--- src/rtl/ov_fifo_pkg.sv ---
// Shared types and default constants for the OV camera FIFO reader.
// Holds the reader FSM state enum and a counter-width helper.
package ov_fifo_pkg;

    typedef enum logic [2:0] {
        S_IDLE,
        S_RRST,
        S_RD_LO,
        S_RD_HI,
        S_WAIT_FULL,
        S_WRITE,
        S_DONE
    } state_e;

    localparam int unsigned H_PIX_DEF    = 320;
    localparam int unsigned V_LINES_DEF  = 240;
    localparam int unsigned BPP_DEF      = 2;
    localparam int unsigned CLK_DIV_DEF  = 1;
    localparam int unsigned RRST_CYC_DEF = 3;

    // Width of a counter spanning 0..n-1, never below one bit.
    function automatic int cw(input int unsigned n);
        return (n > 1) ? $clog2(n) : 1;
    endfunction

endpackage

--- src/rtl/ov_rclk_gen.sv ---
// OV_RCLK phase generator: CLK_DIV-cycle low/high phases while running,
// parked high otherwise, with phase-end and sample strobes.
module ov_rclk_gen
    import ov_fifo_pkg::*;
#(
    parameter int unsigned CLK_DIV = CLK_DIV_DEF
) (
    input  logic clk_i,
    input  logic rst_i,
    input  logic run_i,
    output logic rclk_o,
    output logic end_o,
    output logic sample_o
);

    localparam int CW = cw(CLK_DIV);

    logic [CW-1:0] cnt_q, cnt_d;
    logic          phase_q, phase_d;
    logic          run_q;
    logic          rclk_q, rclk_d;

    assign end_o    = run_q && (cnt_q == CW'(CLK_DIV - 1));
    assign sample_o = end_o && phase_q;
    assign rclk_o   = rclk_q;

    // run_i is the next-state view, so rclk_q lines up with the FSM state.
    always_comb begin
        cnt_d   = '0;
        phase_d = 1'b0;
        if (run_i && run_q) begin
            if (end_o) begin
                cnt_d   = '0;
                phase_d = ~phase_q;
            end else begin
                cnt_d   = cnt_q + 1'b1;
                phase_d = phase_q;
            end
        end
        rclk_d = run_i ? phase_d : 1'b1;
    end

    always_ff @(posedge clk_i) begin
        if (rst_i) begin
            cnt_q   <= '0;
            phase_q <= 1'b0;
            run_q   <= 1'b0;
            rclk_q  <= 1'b1;
        end else begin
            cnt_q   <= cnt_d;
            phase_q <= phase_d;
            run_q   <= run_i;
            rclk_q  <= rclk_d;
        end
    end

endmodule

--- src/rtl/ov_fifo_reader.sv ---
// Reads one frame from an OV camera FIFO, packs bytes into pixel words
// and writes them to a TX cache with SOF/EOL framing and backpressure.
module ov_fifo_reader
    import ov_fifo_pkg::*;
#(
    parameter int unsigned H_PIX    = H_PIX_DEF,
    parameter int unsigned V_LINES  = V_LINES_DEF,
    parameter int unsigned BPP      = BPP_DEF,
    parameter int unsigned CLK_DIV  = CLK_DIV_DEF,
    parameter int unsigned RRST_CYC = RRST_CYC_DEF
) (
    input  logic             CLK_40M,
    input  logic             RST,
    input  logic             READ_EN,
    input  logic [7:0]       OV_DATA,
    input  logic             TX_CACHE_WRFULL,
    output logic             RD_FRAME,
    output logic             OV_RRST,
    output logic             OV_RCLK,
    output logic [8*BPP-1:0] TX_CACHE_DATA,
    output logic             TX_CACHE_WRREQ,
    output logic             TX_CACHE_SOF,
    output logic             TX_CACHE_EOL,
    output logic             FRAME_DONE
);

    localparam int XW = cw(H_PIX);
    localparam int YW = cw(V_LINES);
    localparam int RW = cw(RRST_CYC);
    localparam int BW = cw(BPP);
    localparam int DW = 8 * BPP;

    state_e          state_q, state_d;
    logic [RW-1:0]   rcnt_q, rcnt_d;
    logic [BW-1:0]   bcnt_q, bcnt_d;
    logic [XW-1:0]   x_q, x_d;
    logic [YW-1:0]   y_q, y_d;
    logic [DW-1:0]   pack_q, pack_d;
    logic [DW-1:0]   data_q, data_d;
    logic            wrreq_q, wrreq_d;
    logic            sof_q, sof_d;
    logic            eol_q, eol_d;
    logic            done_q, done_d;
    logic            rdf_q, rdf_d;
    logic            rrst_q, rrst_d;
    logic            run_d;
    logic            ph_end, ph_smp;
    logic            eol_now;

    ov_rclk_gen #(
        .CLK_DIV(CLK_DIV)
    ) u_rclk (
        .clk_i   (CLK_40M),
        .rst_i   (RST),
        .run_i   (run_d),
        .rclk_o  (OV_RCLK),
        .end_o   (ph_end),
        .sample_o(ph_smp)
    );

    assign eol_now = (x_q == XW'(H_PIX - 1));

    always_comb begin
        state_d = state_q;
        rcnt_d  = rcnt_q;
        bcnt_d  = bcnt_q;
        x_d     = x_q;
        y_d     = y_q;
        pack_d  = pack_q;
        data_d  = data_q;
        wrreq_d = 1'b0;
        sof_d   = 1'b0;
        eol_d   = 1'b0;
        done_d  = 1'b0;
        rdf_d   = rdf_q;
        unique case (state_q)
            S_IDLE: begin
                rdf_d = 1'b1;
                if (READ_EN) begin
                    state_d = S_RRST;
                    rdf_d   = 1'b0;
                    rcnt_d  = '0;
                    bcnt_d  = '0;
                end
            end
            S_RRST: begin
                if (ph_smp) begin
                    if (rcnt_q == RW'(RRST_CYC - 1)) begin
                        rcnt_d  = '0;
                        state_d = S_RD_LO;
                    end else begin
                        rcnt_d = rcnt_q + 1'b1;
                    end
                end
            end
            S_RD_LO: begin
                if (ph_end) state_d = S_RD_HI;
            end
            S_RD_HI: begin
                if (ph_smp) begin
                    pack_d      = pack_q << 8;
                    pack_d[7:0] = OV_DATA;
                    if (bcnt_q == BW'(BPP - 1)) begin
                        bcnt_d  = '0;
                        state_d = TX_CACHE_WRFULL ? S_WAIT_FULL
                                                  : S_WRITE;
                    end else begin
                        bcnt_d  = bcnt_q + 1'b1;
                        state_d = S_RD_LO;
                    end
                end
            end
            S_WAIT_FULL: begin
                if (!TX_CACHE_WRFULL) state_d = S_WRITE;
            end
            S_WRITE: begin
                wrreq_d = 1'b1;
                data_d  = pack_q;
                sof_d   = (x_q == '0) && (y_q == '0);
                eol_d   = eol_now;
                state_d = S_RD_LO;
                if (eol_now) begin
                    x_d = '0;
                    if (y_q == YW'(V_LINES - 1)) begin
                        y_d     = '0;
                        state_d = S_DONE;
                    end else begin
                        y_d = y_q + 1'b1;
                    end
                end else begin
                    x_d = x_q + 1'b1;
                end
            end
            S_DONE: begin
                done_d  = 1'b1;
                rdf_d   = 1'b1;
                x_d     = '0;
                y_d     = '0;
                rcnt_d  = '0;
                bcnt_d  = '0;
                state_d = S_IDLE;
            end
            default: state_d = S_IDLE;
        endcase
        run_d  = (state_d == S_RRST) || (state_d == S_RD_LO) ||
                 (state_d == S_RD_HI);
        rrst_d = (state_d != S_RRST);
    end

    always_ff @(posedge CLK_40M) begin
        if (RST) begin
            state_q <= S_IDLE;
            rcnt_q  <= '0;
            bcnt_q  <= '0;
            x_q     <= '0;
            y_q     <= '0;
            pack_q  <= '0;
            data_q  <= '0;
            wrreq_q <= 1'b0;
            sof_q   <= 1'b0;
            eol_q   <= 1'b0;
            done_q  <= 1'b0;
            rdf_q   <= 1'b1;
            rrst_q  <= 1'b1;
        end else begin
            state_q <= state_d;
            rcnt_q  <= rcnt_d;
            bcnt_q  <= bcnt_d;
            x_q     <= x_d;
            y_q     <= y_d;
            pack_q  <= pack_d;
            data_q  <= data_d;
            wrreq_q <= wrreq_d;
            sof_q   <= sof_d;
            eol_q   <= eol_d;
            done_q  <= done_d;
            rdf_q   <= rdf_d;
            rrst_q  <= rrst_d;
        end
    end

    assign RD_FRAME       = rdf_q;
    assign OV_RRST        = rrst_q;
    assign TX_CACHE_DATA  = data_q;
    assign TX_CACHE_WRREQ = wrreq_q;
    assign TX_CACHE_SOF   = sof_q;
    assign TX_CACHE_EOL   = eol_q;
    assign FRAME_DONE     = done_q;

endmodule

--- config.mk ---
export PLATFORM = sky130hd
export DESIGN_NAME = ov_fifo_reader
export DESIGN_NICKNAME = d
export VERILOG_FILES = /design/src/rtl/ov_fifo_pkg.sv /design/src/rtl/ov_rclk_gen.sv /design/src/rtl/ov_fifo_reader.sv
export SDC_FILE = /design/constraint.sdc
export NUM_CORES = 1
export LEC_CHECK = 0
export BUFFER_PORTS_ARGS = -buffer_cell sky130_fd_sc_hd__buf_2
export CAP_MARGIN = 20
export CORE_UTILIZATION = 44
export CTS_BUF_LIST = sky130_fd_sc_hd__clkbuf_8
export DETAILED_ROUTE_END_ITERATION = 16
export GPL_ROUTABILITY_DRIVEN = 0
export GPL_TIMING_DRIVEN = 0
export PLACE_DENSITY_LB_ADDON = 0.08
export SETUP_SLACK_MARGIN = 0.5
export SYNTH_ARGS = -nofsm -noshare
export SYNTH_HDL_FRONTEND = slang
export SYNTH_SLANG_ARGS = --single-unit
--- constraint.sdc ---
create_clock -name CLK_40M -period 4.09 [get_ports CLK_40M]
set_input_delay 1.227 -clock CLK_40M [delete_from_list [all_inputs] [get_ports CLK_40M]]
set_output_delay 1.227 -clock CLK_40M [all_outputs]
set_load 0.02 [all_outputs]
### After elaboration in Yosys (flattened, before gate mapping)

Cells that the tools add are included.

* RAM bits: 0
* word-level logic and storage cells: 94
* latch bits: 0
* flip-flop bits (word level): 65
* input bits: 12
* output and inout bits: 23
* memories: 0
* memory bits (read-only): 0

* $lt $le $gt $ge: 0
* equality and inequality tests: 17
* multiply operators: 0
* reduce and logical (&&, ||, !) cells: 20
* divide/modulo/power cells: 0
* shift-type cells: 0
* multiplexer cells: 30
* add/sub/neg operators: 5
* bitwise logic cells: 5

Operators by type and width (count)
* $mux W3: 9
* $pmux W3 S6: 1
* $pmux W9 S2: 1
* $mux W8: 2
* $pmux W8 S2: 1
* $eq A3 B2 Y1 const B: 4
* $add A9 B1 Y9 const B: 1
* $eq A3 B3 Y1 const B: 3
* $eq A9 B9 Y1 const B: 1
* $logic_not A9 Y1: 1
* $mux W1: 9
* $mux W9: 1
* $add A8 B1 Y8 const B: 1
* $eq A8 B8 Y1 const B: 1
* $logic_not A8 Y1: 1
* $ne A2 B2 Y1 const B: 4
* $eq A3 B1 Y1 const B: 2
* $mux W2: 3
* $pmux W2 S3: 1
* $reduce_and A3 Y1: 2
* $reduce_bool A3 Y1: 2
* $not A1 Y1: 5
* $logic_and A1 B1 Y1: 4
* $reduce_and A2 Y1: 2
* other kinds (11): 15

### Longest topological paths before layout

Gate-level depths: netlist of run 1.

* word-level depth: 11
* depth in mapped cells: 7
* mapped depth without buffers: 6

### Modules after synthesis

Synthesis of run 1 repeated with hierarchy kept, for this count alone.

* cells, all modules: 342
* area total of the unflattened synthesis: 2761.4 um2

By module, submodules not included
* ov_fifo_reader: cells an instance 331, area an instance 2631.3 um2, instances 1, sequential area each 1221.2 um2
* ov_rclk_gen: cells an instance 11, area an instance 130.1 um2, instances 1, sequential area each 80.1 um2

### Worst setup path after synthesis of run 1

Ideal clock, no wire load.

* kind: input -> register
* start: input READ_EN
* end: register u_rclk.rclk_q (netlist: u_rclk.rclk_o)
* arrival: 2.021 ns
* library setup time: 0.122 ns
* cell stages on the path: 4
* path buffers: 0
* slack: 1.947 ns
* required time: 3.968 ns
* path through: nor2b_1 > a211oi_1 > or3_1 > a221o_1

* word-level cells in the longest chain between the ends: 7
* elaborated cells on any way between the ends: 11
* classes of those cells: eq/ne: 3; mux: 3; bitwise: 1; reduce/logical: 4

RTL lines
* start, declared: line ov_fifo_reader.sv:14 `input logic READ_EN,`
* $mux W3 (*): line ov_fifo_reader.sv:79 `if (READ_EN) begin`
* $pmux W3 S6 (*): line ov_fifo_reader.sv:76 `unique case (state_q)`
* $eq A3 B1 Y1 / $eq A3 B2 Y1 (equally long branches): line ov_fifo_reader.sv:145 `run_d = (state_d == S_RRST) || (state_d == S_RD_LO) ||`
* $logic_or A1 B1 Y1: line ov_fifo_reader.sv:145
* $logic_or A1 B1 Y1 (*): line ov_fifo_reader.sv:145
* $logic_and A1 B1 Y1 / $not A1 Y1 (equally long branches)
* $mux W1 / $reduce_or A2 Y1 (equally long branches)
* end signal, assigned: line ov_rclk_gen.sv:53 `rclk_q <= rclk_d;`
* end, declared: line ov_rclk_gen.sv:21 `logic rclk_q, rclk_d;`

Mark *: on every way between the ends. The rest lies on a longest branch, timed or not.
A chain may end at the register's enable or synchronous reset.

### Worst setup path after layout of run 1

* start: register rdf_q (netlist: RD_FRAME)
* end: output RD_FRAME

RTL lines
* start, declared: line ov_fifo_reader.sv:44 `logic rdf_q, rdf_d;`
* start signal, assigned: line ov_fifo_reader.sv:177 `rdf_q <= rdf_d;`
* end, declared: line ov_fifo_reader.sv:17 `output logic RD_FRAME,`

No word-level cell between the ends.

==> metrics.log, run 1 <==
[metrics] run status: finished clean
[metrics] share of final-layout standard cells stronger than drive strength 1: 0.147
[metrics] final HPWL from detailed placement: 4.41 mm
[metrics] number of sinks driven by the clock tree: 65
[metrics] count of antenna diodes in the layout: 0
[metrics] critical path launch point type: register
[metrics] Final Total Pwr: 1300 uW
[metrics] Die H: 81.5 um
[metrics] largest clock skew in the final design: 5.40 ps
[metrics] Total Routed Length: between 6 and 7 mm
[metrics] number of antenna violations at the first check in global routing: 0
[metrics] share of the yosys chip area belonging to registers: 0.468
[metrics] number of gates resized after CTS: 0
[metrics] Netlist Area Pre-Place: ~0.0028 mm2
[metrics] share of synthesized area spent on multiplexers: 0.00720
[metrics] overall via count from detail_route: 2490
[metrics] max capacitance violation total: 0
[metrics] arithmetic-cell share of the synthesized area counting full adders, half adders and majority gates: 0.0225
[metrics] Post-DRT Antenna Nets: 0
[metrics] gate count of the mapped netlist: 339
[metrics] EDFF count, synth: 0
[metrics] overall overflow remaining after global route: 0
[metrics] maximum number of pins on one net before global-route repair: 12
[metrics] clock buffer count from CTS: 9
[metrics] final hold viol count: 0
[metrics] wire length of the first global-routing pass: 10.8 mm
[metrics] WP buf/inv: 1
[metrics] Achievable Freq: 0.478 GHz
[metrics] Final Max Slew Viols: 0
[metrics] Synth cell types: 45
[metrics] count of unresolved DRC violations after routing: 0
[metrics] synthesized-area fraction occupied by ao, oa, aoi and oai cells: 0.190
[metrics] endpoint class of the critical path: output port
[metrics] family with the most delay on the worst path: flip-flops
[metrics] average footprint of a synthesized cell: 8.20 um2
[metrics] total I/O pin count: 35
[metrics] Post-Synthesis Net Count: 356
[metrics] dominant register cell in the synthesized netlist: sky130_fd_sc_hd__dfxtp_1
[metrics] average routed wire per standard cell: ~14 um
[metrics] worst-path cell with the longest stage delay: sky130_fd_sc_hd__dfxtp_1
[metrics] start-to-end type of the worst setup path: register to output port
[metrics] horizontal die dimension: 81.5 um
[metrics] hold buffer count at cts: 0
[metrics] ordered cell list for the critical path: buf_2
[metrics] summed negative setup slack over all endpoints: 0 ps
[metrics] clock tree root buffer cell: sky130_fd_sc_hd__clkbuf_8
[metrics] vias in the first global route: 2258
[metrics] CTS tree: done
[metrics] slew of the pin with the lowest slew margin: 666 ps
[metrics] synthesis-to-layout area growth: 17.7%
[metrics] Post-synth ARST share: 0
[metrics] leading cell types in the layout, fill and taps excluded: sky130_fd_sc_hd__nand2_1 (77), sky130_fd_sc_hd__dfxtp_1 (65), sky130_fd_sc_hd__a21oi_1 (48)
[metrics] DRC violation total after the first TritonRoute iteration: between 100 and 150
[metrics] Final period util: 0.512
[metrics] VDD IR-drop max: 0.000233 V
[metrics] endpoints failing setup: 0
[metrics] clock latency on the worst-skew pair: 350 ps
[metrics] Max-slew headroom: 0.551
[metrics] data required time of the critical path: roughly 2900 ps
[metrics] commonest non-fill, non-tap cell in the layout: sky130_fd_sc_hd__nand2_1
[metrics] ratio of routed vias to standard cells: 5.37
[metrics] leakage power of the design: about 0.0012 uW
[metrics] combinational family with the most area after synthesis: simple AND/OR/NAND/NOR gates
[metrics] area used by multi-input combinational logic: 0.00136 mm2
[metrics] min cycle time layout: 2090 ps
[metrics] crit-path max FO: 3
[metrics] global-route usage over all layers: 0.218
[metrics] # port buffers: 34
[metrics] # Post-CTS Setup Buffers: 0
[metrics] total of fill cells in the finished design: 594
[metrics] clock slew seen by the registers of the worst setup and hold paths: about 70 ps
[metrics] sequential cell area: roughly 0.0013 mm2
[metrics] buffer levels on the longest clock path: 2
[metrics] register bit count reported by yosys: 65
[metrics] area of the core: 0.00599 mm2
[metrics] Max stage delay on crit path: between 300 and 400 ps
[metrics] CTS H-tree lvls: 3
[metrics] Die Footprint: between 0.006 and 0.007 mm2
[metrics] row cnt: 28
[metrics] number of warnings issued by yosys: 0
[metrics] Pwr Density: 399 mW/mm2
[metrics] simple-gate portion of the synthesized area: 0.263
[metrics] initial standard-cell utilization of the core: 0.464
[metrics] critical path data arrival time: 870 ps
[metrics] router iterations before antenna repair: 4
[metrics] Tightest Hold Check Type: register to register
[metrics] Post-layout nets: between 400 and 500
[metrics] xor and xnor fraction of the mapped netlist area: 0.00315
[metrics] unrepaired setup endpoints after global routing: no
worst paths after layout:
path / startpoint / end / slack, ps / depth (start not counted)
worst min register to register: TX_CACHE_DATA[14] / TX_CACHE_DATA[14] / 450 / 2
worst min-delay path: TX_CACHE_DATA[14] / TX_CACHE_DATA[14] / 450 / 2
worst max register to register: x_q[1] / y_q[6] / 2080 / 5
worst max-delay path: RD_FRAME / RD_FRAME / 2000 / 1
metal layers:
layer	part of all wire	vias up	global-route usage	wire (um)
met5	0	-	0	0
met4	0.022	0	0.120	138
met3	0.036	13	0.0444	232
met2	0.43	52	0.311	2750
met1	0.51	1140	0.304	3250
li1	-	1285	-	-
layout make-up:
type / count / share of cell area
multi-input combinational: 245 / 0.414
sequential: 65 / 0.398
timing repair buffer: 34 / 0.0520
clock buffer: 11 / 0.0463
tap: 75 / 0.0287
buffer: 18 / 0.0249
clock inverter: 5 / 0.0237
inverter: 11 / 0.0126
sequential cells by signal (all words and copies together), names as in the netlist, 2 cells and up:
signal         flops
rcnt_q             2
state_q            3
x_q                9
pack_q            16
TX_CACHE_DATA     16
y_q                8
kinds of logic after synthesis:
| kind of cell | Yosys count |
|---|---|
| XOR/XNOR | 1 |
| AND/OR/NAND/NOR | 151 |
| multiplexers | 2 |
| adder cells (fa/ha/maj) | 5 |
| flip-flops | 65 |
| other | 1 |
| buffers and inverters | 29 |
| AO/OA/AOI/OAI | 85 |
power by group:
part / switching, uW / internal, uW / total [uW]
Clock: 254 / 374 / 628
Sequential: 1.72 / 637 / 639
Combinational: 24.6 / 12.9 / 37.5
Total: 281 / 1020 / 1300
synthesized netlist by cell type, types with 4 or more instances:
cell	count	area share
sky130_fd_sc_hd__nor2b_1	6	0.014
sky130_fd_sc_hd__a21oi_1	48	0.086
sky130_fd_sc_hd__nand3_1	8	0.014
sky130_fd_sc_hd__nor4_1	4	0.0090
sky130_fd_sc_hd__nand4_1	6	0.014
sky130_fd_sc_hd__nand2_1	77	0.10
sky130_fd_sc_hd__a311oi_1	4	0.013
sky130_fd_sc_hd__inv_1	11	0.015
sky130_fd_sc_hd__dfxtp_1	65	0.47
sky130_fd_sc_hd__a211oi_1	4	0.011
sky130_fd_sc_hd__a31oi_1	4	0.0090
sky130_fd_sc_hd__or4_1	4	0.011
sky130_fd_sc_hd__or3_1	4	0.0090
sky130_fd_sc_hd__clkbuf_1	13	0.018
sky130_fd_sc_hd__nor2_1	19	0.026
sky130_fd_sc_hd__nor3_1	5	0.0090
sky130_fd_sc_hd__ha_1	5	0.023
sky130_fd_sc_hd__o21ai_0	8	0.014
through the flow:
step	hold WS (ps)	setup slack, ps	util	instance area (um2)	instances
2_1_floorplan	431	1950	-	2780	339
5_1_grt	477	1790	0.546	3270	464
4_1_cts	456	1990	0.546	3270	464
3_3_place_gp	438	1650	0.508	3040	448
3_5_place_dp	445	1640	0.508	3040	448
6_report	452	2000	0.546	3270	464
Power figures use the tool's default switching activity.
==> inputs of run 2 (changes only) <==
- clock period: 4.09 -> 1.9 ns (I/O delays scaled with it)
==> run 2 against run 1 <==
  * Combinational power rose to 2.9 times the previous value
  * Sequential power rose by 110%
  * Setup slack got worse by 1800 ps
  * Total power rose by 110%
  * Routed wire length rose by 22%
  * Sequential cell count did not move
  * Critical path type is now register to register
  * Highest routed layer unchanged
  * Die area did not move
  * Critical path depth rose by 4
  * Cell area rose by 25%
==> metrics.log, run 2 (synthesis results as in run 1) <==
[metrics] largest clock skew in the final design: a little over 9 ps
[metrics] share of power burned in the clock network: 0.451
[metrics] setup slack after placement: 102 ps
[metrics] final hold viol count: 0
[metrics] share of final-layout standard cells stronger than drive strength 1: 0.420
[metrics] max capacitance violation total: 0
[metrics] number of sinks driven by the clock tree: 65
[metrics] sequential cell area: 0.00136 mm2
[metrics] router iterations before antenna repair: 4
[metrics] switching share of power: 0.246
[metrics] number of cells after detailed placement: 448
[metrics] endpoint class of the critical path: register
[metrics] Flop pwr share: 0.509
[metrics] count of antenna diodes in the layout: 0
[metrics] total net switching power: 661 uW
[metrics] initial standard-cell utilization of the core: 0.464
[metrics] CTS tree: done
[metrics] part of the power in combinational logic: 0.041
[metrics] VDD IR-drop max: 0.000486 V
[metrics] endpoints failing setup: 0
[metrics] Final Max Slew Viols: 0
[metrics] final setup slack of the worst path: around 240 ps
[metrics] Max stage delay on crit path: 540 ps
[metrics] critical path launch point type: register
[metrics] ordered cell list for the critical path: ha_4 -> nand3_2 -> or4b_4 -> o211ai_1 -> a221o_1
[metrics] total met3 wirelength after detailed routing: roughly 330 um
[metrics] crit-path max FO: 4
[metrics] clock buffer count from CTS: 9
[metrics] clock latency on the worst-skew pair: 350 ps
[metrics] amount of wire on met2 after detailed routing: 3.71 mm
[metrics] family with the most delay on the worst path: simple AND/OR/NAND/NOR gates
[metrics] Post-DRT Antenna Nets: 0
[metrics] summed negative setup slack over all endpoints: 0 ps
[metrics] commonest non-fill, non-tap cell in the layout: sky130_fd_sc_hd__nand2_1
[metrics] Total Routed Length: 7.77 mm
[metrics] count of unresolved DRC violations after routing: 0
[metrics] clock tree root buffer cell: sky130_fd_sc_hd__clkbuf_8
[metrics] total I/O pin count: 35
[metrics] Post-layout nets: 436
[metrics] leakage power of the design: 0.00146 uW
[metrics] Achievable Freq: 0.604 GHz
[metrics] Final Total Pwr: 2680 uW
[metrics] area of the core: 0.00599 mm2
[metrics] maximum number of pins on one net before global-route repair: 14
[metrics] overall overflow remaining after global route: 0
[metrics] CTS H-tree lvls: 3
[metrics] wire length of the first global-routing pass: 12.3 mm
[metrics] vias in the first global route: 2552
[metrics] start-to-end type of the worst setup path: register to register
[metrics] top routing layer in use: met4
[metrics] horizontal die dimension: 81.5 um
[metrics] number of antenna violations at the first check in global routing: 0
[metrics] row cnt: 28
[metrics] DRC violation total after the first TritonRoute iteration: 123
[metrics] Max-slew headroom: 0.625
[metrics] clock slew seen by the registers of the worst setup and hold paths: roughly 80 ps
[metrics] Die Footprint: 0.00664 mm2
[metrics] # port buffers: 34
[metrics] area used by multi-input combinational logic: 0.00165 mm2
[metrics] leading cell types in the layout, fill and taps excluded: sky130_fd_sc_hd__nand2_1 (74), sky130_fd_sc_hd__a21oi_1 (44), sky130_fd_sc_hd__dfxtp_1 (33)
[metrics] worst-path cell with the longest stage delay: sky130_fd_sc_hd__or4b_4
[metrics] Pint: around 2000 uW
[metrics] routed length on met1: 3.49 mm
[metrics] final HPWL from detailed placement: around 4.4 mm
[metrics] global-route usage over all layers: 0.248
[metrics] non-filler instance count after layout: roughly 500
[metrics] ratio of routed vias to standard cells: 5.53
[metrics] Pwr Density: 657 mW/mm2
[metrics] critical path data arrival time: slightly below 2000 ps
[metrics] unrepaired setup endpoints after global routing: yes
[metrics] WP buf/inv: 0
[metrics] Die H: 81.5 um
[metrics] synthesis-to-layout area growth: 47.0%
[metrics] run status: finished clean
[metrics] overall via count from detail_route: 2758
[metrics] Final period util: 0.871
[metrics] average routed wire per standard cell: 15.6 um
[metrics] min cycle time layout: 1660 ps
[metrics] data required time of the critical path: 2200 ps
[metrics] buffer levels on the longest clock path: 2
[metrics] slew of the pin with the lowest slew margin: 562 ps
[metrics] Tightest Hold Check Type: input port to register
[metrics] total of fill cells in the finished design: 481
run 2: cell types whose count changed in the layout (fill, tap and decap cells not counted), sizes merged:
| cell | before | now |
|---|---|---|
| buf | 39 | 76 |
| inv | 11 | 13 |
| bufinv | 2 | 1 |
| a41oi | 3 | 4 |
| clkbuf | 24 | 19 |
| clkinv | 2 | 3 |
run 2: final timing paths:
| check | end | slack (ps) | depth (start not counted) | startpoint |
|---|---|---|---|---|
| setup / recovery | u_rclk.rclk_o | 240 | 5 | y_q[0] |
| hold / removal | pack_q[4] | 440 | 3 | OV_DATA[4] |
| setup reg to reg | u_rclk.rclk_o | 240 | 5 | y_q[0] |
| hold reg to reg | pack_q[11] | 460 | 2 | pack_q[11] |
run 2: layout make-up:
cell class,instances,share of cell area
clock buffers,9,0.0303
well taps,75,0.0230
clock inverters,7,0.0190
flip-flops and latches,65,0.333
inverters,11,0.0101
plain buffers,18,0.0377
multi-input cells,246,0.403
repair buffers,68,0.143
run 2: power by group through the flow:
stage	clock network [uW]	logic, uW	registers [uW]
2_1_floorplan	0	46.0	1410
5_1_grt	1300	121	1370
3_5_place_dp	0	83.3	1400
3_3_place_gp	0	84.3	1400
4_1_cts	1220	99.2	1370
6_report	1210	110	1360
run 2: what timing repair did:
| action | in CTS | in global routing |
|---|---|---|
| hold endpoints to repair | 0 | 0 |
| cloned | 1 | 0 |
| pin swaps | 26 | 24 |
| setup endpoints to repair | 79 | 73 |
| gates resized for setup | 87 | 58 |
| hold buffers | 0 | 0 |
| setup buffers | 23 | 11 |
run 2: per-stage QoR:
step                      instance area [um2]   util  hold slack (ps)
after floorplan                          2890      -              432
after global placement                   3150  0.527              441
after detailed placement                 3150  0.527              444
after CTS                                3810  0.636              444
after global routing                     4080  0.682              443
final                                    4080  0.682              444
run 2: metal layers:
metal  up-vias  track usage
met1      1301        0.326
met2        70        0.378
met4         0        0.146
met5         -            0
met3        21       0.0478
li1       1366            -
run 2: worst reg2reg max path, delay by kind of cell (launching register included):
family / cells / cell delay (ps)
AOI/OAI and AO/OA: 2 / 480
adders and majority gates: 1 / 150
DFF: 1 / 360
and+or+nand+nor: 2 / 620
==> inputs of run 3 (changes only) <==
- SETUP_SLACK_MARGIN: 0.5 -> unset
==> run 3 against run 2 <==
  * Global-route usage fell by 3.0 points
  * Clock-buffer cell count up 2
  * Sequential power barely moved
  * Clock power up 12%
  * Final cell count is 7.0% lower
  * Non-clock buffer count is 34 lower
  * Sequential share of layout area up 5.8 points
  * Hold slack improved by 8.2 ps
  * Largest cell class unchanged
==> metrics.log, run 3 (synthesis results as in run 1) <==
[metrics] run status: finished clean
[metrics] final setup slack of the worst path: 147 ps
[metrics] total met3 wirelength after detailed routing: 257 um
[metrics] Post-DRT Antenna Nets: 0
[metrics] # port buffers: 34
[metrics] largest clock skew in the final design: roughly 5.5 ps
[metrics] max capacitance violation total: 0
[metrics] overall overflow remaining after global route: 0
[metrics] clock buffer count from CTS: 9
[metrics] Total Routed Length: roughly 6.4 mm
[metrics] clock tree root buffer cell: sky130_fd_sc_hd__clkbuf_8
[metrics] setup slack on the worst flop-to-flop path: between 100 and 150 ps
[metrics] buffer levels on the longest clock path: 2
[metrics] number of antenna violations at the first check in global routing: 0
[metrics] Final Max Slew Viols: 0
[metrics] data required time of the critical path: 2190 ps
[metrics] ratio of routed vias to standard cells: 5.47
[metrics] Max-slew headroom: 0.543
[metrics] wire length of the first global-routing pass: 10.8 mm
[metrics] Critical R2R Launch: y_q[0]
[metrics] slew of the pin with the lowest slew margin: 678 ps
[metrics] router iterations before antenna repair: 4
[metrics] clock slew seen by the registers of the worst setup and hold paths: 70 ps
[metrics] start-to-end type of the worst setup path: register to register
[metrics] Max stage delay on crit path: 580 ps
[metrics] count of antenna diodes in the layout: 0
[metrics] Tightest Hold Check Type: register to register
[metrics] CTS tree: done
[metrics] area of the core: 0.00599 mm2
[metrics] area used by multi-input combinational logic: 0.00141 mm2
[metrics] average routed wire per standard cell: 13.8 um
[metrics] ordered cell list for the critical path: ha_2 -> nand3_1 -> or4b_4 -> o211ai_1 -> a221o_1
[metrics] Final period util: 0.923
[metrics] horizontal die dimension: 81.5 um
[metrics] overall via count from detail_route: about 2500
[metrics] unrepaired setup endpoints after global routing: no
[metrics] r2r worst-path depth: 5
[metrics] DRC violation total after the first TritonRoute iteration: around 140
[metrics] WP buf/inv: 0
[metrics] Die Footprint: 0.00664 mm2
[metrics] min cycle time layout: approximately 1800 ps
[metrics] leakage power of the design: 0.00119 uW
[metrics] global-route usage over all layers: 0.218
[metrics] endpoint class of the critical path: register
[metrics] amount of wire on met2 after detailed routing: 2.84 mm
[metrics] Endpoint, Worst Hold: TX_CACHE_DATA[14]
[metrics] hold buffer count at cts: 0
[metrics] crit-path max FO: 5
[metrics] total I/O pin count: 35
[metrics] family with the most delay on the worst path: simple AND/OR/NAND/NOR gates
[metrics] top routing layer in use: met4
[metrics] synthesis-to-layout area growth: 20.0%
[metrics] worst flop-to-flop path endpoint: u_rclk.rclk_o
[metrics] depth of the worst hold-timing path: 2
[metrics] share of final-layout standard cells stronger than drive strength 1: 0.190
[metrics] area of placed instances: 0.00304 mm2
[metrics] commonest non-fill, non-tap cell in the layout: sky130_fd_sc_hd__nand2_1
[metrics] initial standard-cell utilization of the core: 0.464
[metrics] # Post-CTS Setup Buffers: 0
[metrics] final hold viol count: 0
[metrics] Post-layout nets: 401
[metrics] clock latency on the worst-skew pair: 340 ps
[metrics] routed length on met1: 3.17 mm
[metrics] Achievable Freq: 0.571 GHz
[metrics] Pwr Density: 841 mW/mm2
[metrics] worst min-delay path startpoint: TX_CACHE_DATA[14]
[metrics] number of sinks driven by the clock tree: between 60 and 70
[metrics] CTS H-tree lvls: 3
[metrics] vias in the first global route: between 2000 and 2500
[metrics] sequential cell area: 0.00131 mm2
[metrics] row cnt: 28
[metrics] worst-path cell with the longest stage delay: sky130_fd_sc_hd__or4b_4
[metrics] leading cell types in the layout, fill and taps excluded: sky130_fd_sc_hd__nand2_1 (77), sky130_fd_sc_hd__dfxtp_1 (61), sky130_fd_sc_hd__a21oi_1 (48)
[metrics] total of fill cells in the finished design: 587
[metrics] Die H: 81.5 um
[metrics] endpoints failing setup: 0
[metrics] setup slack after placement: -83.6 ps
[metrics] critical path launch point type: register
[metrics] maximum number of pins on one net before global-route repair: 12
[metrics] final HPWL from detailed placement: 4.41 mm
[metrics] final instance area: roughly 0.0033 mm2
[metrics] critical path data arrival time: 2040 ps
[metrics] count of unresolved DRC violations after routing: 0
[metrics] VDD IR-drop max: roughly 0.0005 V
==> run 3: cell types whose count changed in the layout (fill, tap and decap cells not counted), sizes merged <==
| cell | before | now |
|---|---|---|
| inv | 13 | 11 |
| buf | 76 | 39 |
| bufinv | 1 | 2 |
| clkbuf | 19 | 24 |
| a41oi | 4 | 3 |
| clkinv | 3 | 2 |
==> run 3: power by group <==
part	internal, uW	switching [uW]	total (uW)
Combinational	29.5	53.4	82.9
Clock	806	543	1350
Sequential	1370	3.68	1370
==> run 3: repair_timing <==
action | in CTS | in global routing
endpoints found under the hold margin | 0 | 0
endpoints found under the setup margin | 17 | 24
pin swaps | 0 | 1
gates resized for setup | 4 | 21
==> run 3: worst max path at each step <==
stage,start,to,cells past startpoint
3_3_place_gp,u_rclk.run_q,pack_q[10],7
2_1_floorplan,x_q[0],y_q[6],5
5_1_grt,x_q[6],y_q[5],5
6_report,y_q[0],u_rclk.rclk_o,5
4_1_cts,state_q[1],pack_q[6],6
3_5_place_dp,x_q[0],y_q[6],5
==> run 3: per-layer routing <==
layer / up-vias / track usage
met5: - / 0
met4: 0 / 0.120
met3: 14 / 0.0444
met2: 56 / 0.311
met1: 1180 / 0.304
li1: 1289 / -
==> run 3: area by class of cell <==
type	count	share of cell area
buffer	18	0.0259
clock buffer	11	0.0454
clock inverter	5	0.0233
inverter	11	0.0124
multi-input combinational	245	0.422
sequential	65	0.392
tap	75	0.0281
timing repair buffer	34	0.0510
==> run 3: tightest hold or removal path, cell delays in order (launching register included) <==
cell                      delay, ps
sky130_fd_sc_hd__dfxtp_1        310
sky130_fd_sc_hd__nand2_1         50
sky130_fd_sc_hd__a21oi_1         50
==> run 3: stage by stage <==
stage | hold slack (ps) | util | std cells | TNS (ps) | total power (uW)
2_1_floorplan | 431 | - | 339 | 0 | 1450
6_report | 452 | 0.557 | 464 | 0 | 2810
4_1_cts | 455 | 0.548 | 464 | 0 | 2820
5_1_grt | 454 | 0.557 | 464 | 0 | 2900
3_5_place_dp | 445 | 0.508 | 448 | -830 | 1490
3_3_place_gp | 438 | 0.508 | 448 | -806 | 1490
